`src/rtl/game_fsm.sv`:
```
// Penalty-shootout controller: START -> SHOOTER/KEEPER rounds with a frame-counted result hold -> WINNER/LOOSER.
// Optional macro SUDDEN_DEATH_EN: a tie after regulation plays extra rounds instead of losing.
module game_fsm #(
  parameter int ROUNDS      = 5,
  parameter int HOLD_FRAMES = 60
) (
  input  logic       clk,
  input  logic       rst_n,
  input  logic       btn_start,
  input  logic       mode_sel,
  input  logic       frame_tick,
  input  logic       shot_done,
  input  logic       shot_scored,
  output logic [2:0] game_state,
  output logic       game_mode,
  output logic [3:0] round_counter,
  output logic [3:0] score_player,
  output logic [3:0] score_opp,
  output logic       is_scored
);

  typedef enum logic [2:0] {
    ST_START   = 3'd0,
    ST_KEEPER  = 3'd1,
    ST_SHOOTER = 3'd2,
    ST_WINNER  = 3'd3,
    ST_LOOSER  = 3'd4
  } state_t;

  localparam int              CW        = (HOLD_FRAMES > 1) ? $clog2(HOLD_FRAMES) : 1;
  localparam logic [CW-1:0]   HOLD_LAST = CW'(HOLD_FRAMES - 1);
  localparam logic [3:0]      ROUNDS_L  = 4'(ROUNDS);

  state_t        state_reg, state_next;
  logic          mode_reg, mode_next;
  logic [3:0]    round_reg, round_next;
  logic [3:0]    sp_reg, sp_next;
  logic [3:0]    so_reg, so_next;
  logic          scored_reg, scored_next;
  logic          hold_reg, hold_next;
  logic [CW-1:0] cnt_reg, cnt_next;
  logic          hold_end;
  logic [3:0]    round_inc;

  function automatic logic [3:0] sat_inc(input logic [3:0] v, input logic inc);
    return (inc && (v != 4'hF)) ? v + 4'd1 : v;
  endfunction

  always_ff @(posedge clk or negedge rst_n) begin
    if (!rst_n) begin
      state_reg  <= ST_START;
      mode_reg   <= 1'b1;
      round_reg  <= 4'd0;
      sp_reg     <= 4'd0;
      so_reg     <= 4'd0;
      scored_reg <= 1'b0;
      hold_reg   <= 1'b0;
      cnt_reg    <= '0;
    end else begin
      state_reg  <= state_next;
      mode_reg   <= mode_next;
      round_reg  <= round_next;
      sp_reg     <= sp_next;
      so_reg     <= so_next;
      scored_reg <= scored_next;
      hold_reg   <= hold_next;
      cnt_reg    <= cnt_next;
    end
  end

  assign hold_end  = hold_reg && (cnt_reg == HOLD_LAST);
  assign round_inc = sat_inc(round_reg, 1'b1);

  always_comb begin
    state_next  = state_reg;
    mode_next   = mode_reg;
    round_next  = round_reg;
    sp_next     = sp_reg;
    so_next     = so_reg;
    scored_next = scored_reg;
    hold_next   = hold_reg;
    cnt_next    = cnt_reg;
    case (state_reg)
      ST_START: begin
        if (btn_start) begin
          state_next  = ST_SHOOTER;
          mode_next   = mode_sel;
          round_next  = 4'd0;
          sp_next     = 4'd0;
          so_next     = 4'd0;
          scored_next = 1'b0;
          hold_next   = 1'b0;
          cnt_next    = '0;
        end
      end
      ST_SHOOTER, ST_KEEPER: begin
        // While holding, kicks are ignored; the hold-end cycle also drops any kick.
        if (hold_end) begin
          scored_next = 1'b0;
          hold_next   = 1'b0;
          cnt_next    = '0;
          if (state_reg == ST_SHOOTER) begin
            state_next = ST_KEEPER;
          end else begin
            round_next = round_inc;
            if (round_inc < ROUNDS_L)     state_next = ST_SHOOTER;
            else if (sp_reg > so_reg)     state_next = ST_WINNER;
            else if (sp_reg < so_reg)     state_next = ST_LOOSER;
            else begin
`ifdef SUDDEN_DEATH_EN
              state_next = ST_SHOOTER;
`else
              state_next = ST_LOOSER;
`endif
            end
          end
        end else if (hold_reg) begin
          if (frame_tick) cnt_next = cnt_reg + 1'b1;
        end else if (shot_done) begin
          if (state_reg == ST_SHOOTER) sp_next = sat_inc(sp_reg, shot_scored);
          else                         so_next = sat_inc(so_reg, shot_scored);
          scored_next = shot_scored;
          hold_next   = 1'b1;
          cnt_next    = '0;
        end
      end
      ST_WINNER, ST_LOOSER: begin
        if (btn_start) state_next = ST_START;
      end
      default: state_next = ST_START;
    endcase
  end

  assign game_state    = state_reg;
  assign game_mode     = mode_reg;
  assign round_counter = round_reg;
  assign score_player  = sp_reg;
  assign score_opp     = so_reg;
  assign is_scored     = scored_reg;

endmodule

```
`config.mk`:
```
export PLATFORM = sky130hd
export DESIGN_NAME = game_fsm
export DESIGN_NICKNAME = d
export VERILOG_FILES = /design/src/rtl/game_fsm.sv
export SDC_FILE = /design/constraint.sdc
export NUM_CORES = 1
export LEC_CHECK = 0
export ABC_AREA = 1
export BUFFER_PORTS_ARGS = -buffer_cell sky130_fd_sc_hd__buf_2
export CAP_MARGIN = 5
export CORE_ASPECT_RATIO = 1.4
export CORE_MARGIN = 1
export CORE_UTILIZATION = 40
export CTS_BUF_LIST = sky130_fd_sc_hd__clkbuf_8
export DETAILED_ROUTE_END_ITERATION = 16
export PLACE_DENSITY = 0.64
export RECOVER_POWER = 50
export SLEW_MARGIN = 10
export SYNTH_ARGS = -nofsm -noshare
export SYNTH_HDL_FRONTEND = slang
export SYNTH_SLANG_ARGS = --single-unit
```
`constraint.sdc`:
```
create_clock -name clk -period 2.95 [get_ports clk]
set_input_delay 0.885 -clock clk [delete_from_list [all_inputs] [get_ports clk]]
set_output_delay 0.885 -clock clk [all_outputs]
set_load 0.02 [all_outputs]
```
==> flow_summary.json <==
{
  "path_class": "register to register",
  "synth-compound-area-share": 0.09325,
  "fin_area_um2": 1861,
  "status": "finished, violations left",
  "power_density_nw_per_um2": 873.2,
  "die_w_um": 57.17,
  "synthMuxAreaShare": 0.006608,
  "vias": 1485,
  "slew_viol_final": 0,
  "clkTransAtPathRegs_ps": 90,
  "setup_viol": 0,
  "synth_fa_ha_area_frac": 0.05874,
  "hold_path.startpoint": "is_scored",
  "cp_top_family": "simple AND/OR/NAND/NOR gates",
  "dpl_cell_area_um2": 1842,
  "area_growth_pct": 9.177,
  "grt_pass1_wl_mm": 6.051,
  "ctsResizeCount": 0,
  "cts_buffers": 3,
  "failed_checks": "design-rule violations",
  "root_buffer": "clkbuf_8",
  "r2r_start": "game_state[2]",
  "finalWirelength_mm": 3.523,
  "critPathRequiredTime_ps": 3120,
  "final_cell_mix": "nand2_1, inv_1, dfrtp_1",
  "grt_pass1_vias": 1377,
  "gp_congestion": 0.8656,
  "yosysUniqueCellTypes": 33,
  "io_pins": 24,
  "cts_htree_levels": 1,
  "drc": 3,
  "cts.sinks": 24,
  "synth_top_family_by_area": "simple AND/OR/NAND/NOR gates",
  "start_util": 0.4239,
  "yosysWarnings": 0,
  "fillCellCount": 410,
  "final_util": 0.4628,
  "grt.overflow.total": 0,
  "die-area_um2": 4529,
  "path_common_cell": "nand2_1",
  "first_pass_iters": 10,
  "worstPathArrival_ps": 2290,
  "cp_slowest_cell": "dfrtp_1",
  "cp-end-kind": "register",
  "placementRows": 27,
  "port_buffers": 23,
  "path_max_fanout": 12,
  "fin_crit_ps": 2115,
  "cts_tree": "done",
  "fmax_mhz": 472.9,
  "fp.dieH_um": 79.23,
  "relSlewSlack": 0.1030,
  "ys_seq_elements": 24,
  "drive_gt1_frac": 0.1935,
  "drv_cap": 0,
  "drtIter0Drc": 66,
  "synth_nets": 239,
  "finalSetupTns_ps": 0,
  "tightest_slew_ps": 1346,
  "antenna_found_initial": 0,
  "p_leak_uw": 0.0009700,
  "min_path_type": "register to register",
  "fin_nets": 264,
  "synthXorXnorAreaFrac": 0.01542,
  "largest_reg_flops": 6,
  "hold_violations": 0,
  "post-cts-setup-buffer-count": 0,
  "grtUsageTotal": 0.1734,
  "crit_path_cell_trace": "nor2_1 > nor2_1 > nor2_4 > nand2_1 > nand2_1 > inv_1 > nand2_1 > nand2_1",
  "critPathLaunchType": "register",
  "cp_num_buf_inv": 1,
  "layout_commonest_cell": "nand2_1",
  "ant_nets": 0,
  "synthesis.area_um2": 1704,
  "clockBufferDepth": 2,
  "design.core.area_um2": 4020,
  "rsz0062_at_grt": "no",
  "peakVddDrop_uv": 324.5,
  "max_stage_delay_ps": 430,
  "via_per_inst": 5.103,
  "wl_per_cell_um": 12.11,
  "dp_hpwl_mm": 2.680,
  "synth_cells": 224,
  "cts_hold_buf": 0,
  "clkLatencyLatePin_ps": 270,
  "synth_area_per_cell_um2": 7.608,
  "cp-startpoint": "game_state[2]",
  "synth-seq-area-share": 0.3532,
  "finalCritPeriodShare": 0.7169,
  "grt_max_degree": 25,
  "num_antenna_cells": 0,
  "synth_simple_gate_area_share": 0.3825,
  "fin_worst_skew_ps": 11.26
}
[logic make-up after synthesis]
| kind of cell | Yosys count |
|---|---|
| compound gates | 24 |
| flops | 24 |
| buf+inv | 34 |
| mux | 1 |
| simple gates | 130 |
| fa+ha+maj | 8 |
| xor+xnor | 3 |
[final cells by class]
| class | count | area (µm²) | share of cell area |
|---|---|---|---|
| multi-input cells | 166 | 897.1 | 0.4822 |
| clock buffers | 3 | 41.29 | 0.02219 |
| repair buffers | 24 | 121.4 | 0.06523 |
| well taps | 43 | 53.80 | 0.02892 |
| inverters | 30 | 115.1 | 0.06187 |
| flip-flops and latches | 24 | 601.8 | 0.3235 |
| clock inverters | 1 | 30.03 | 0.01614 |
[routing by layer]
metal,up-vias,share of wire,GRT usage,wire length [µm]
met5,-,0,0,0
met1,680,0.44,0.2035,1540
met3,5,0.029,0.01954,101
met4,0,0.017,0.07317,61
met2,29,0.52,0.3141,1820
li1,771,-,-,-
[through the flow]
step | hold WS (ps) | worst slack [ps] | instances | total power (µW)
after floorplan | 485.6 | 1314 | 224 | 1225
after global placement | 480.1 | 1101 | 287 | 1392
after detailed placement | 476.2 | 1095 | 287 | 1404
after CTS | 500.0 | 1064 | 291 | 1698
after global routing | 528.7 | 596.8 | 291 | 1776
final | 494.2 | 835.3 | 291 | 1625
[worst paths after layout]
check | endpoint | slack, ps | cells after the start
min | is_scored | 490 | 2
max | game_state[1] | 840 | 8
min reg2reg | is_scored | 490 | 2
min in group asynchronous | hold_reg | 900 | 1
max in group asynchronous | score_opp[2] | 1260 | 1
max reg2reg | game_state[1] | 840 | 8
[where the power goes]
group / leakage, µW / internal, µW / switching, µW
logic: 0.000613 / 272 / 539
clock network: 0.0000357 / 181 / 109
registers: 0.000322 / 410 / 113
total: 0.000970 / 863 / 761
[Yosys cell counts]
cell type	n	area share
nand2_1	68	0.15
inv_1	28	0.062
dfrtp_1	23	0.34
nor2_1	18	0.040
nand3_1	17	0.050
nand4_1	9	0.033
ha_1	8	0.059
o21ai_0	8	0.023
nor2_4	5	0.033
a21oi_1	4	0.012
o21ai_1	4	0.012
nand2_2	3	0.011
o31ai_2	3	0.022
xor2_1	3	0.015
nand2_4	2	0.013
nand3_4	2	0.021
o21ai_2	2	0.010
o21bai_1	2	0.0088
a21oi_2	1	0.0051
buf_2	1	0.0029
buf_4	1	0.0044
buf_6	1	0.0066
buf_8	1	0.0088
dfstp_2	1	0.015
inv_2	1	0.0022
inv_4	1	0.0037
mux2_2	1	0.0066
nand2_8	1	0.012
nand3_2	1	0.0059
nand3b_1	1	0.0044
nor2_2	1	0.0037
nor3_1	1	0.0029
or2_2	1	0.0037
[worst reg2reg max path, cell delays in order (launching register included)]
cell and delay (ps):
dfrtp_1 430, nor2_1 380, nor2_1 180, nor2_4 340
nand2_1 170, nand2_1 320, inv_1 70, nand2_1 70
nand2_1 40
No activity file was read; power rests on OpenSTA's default activity.
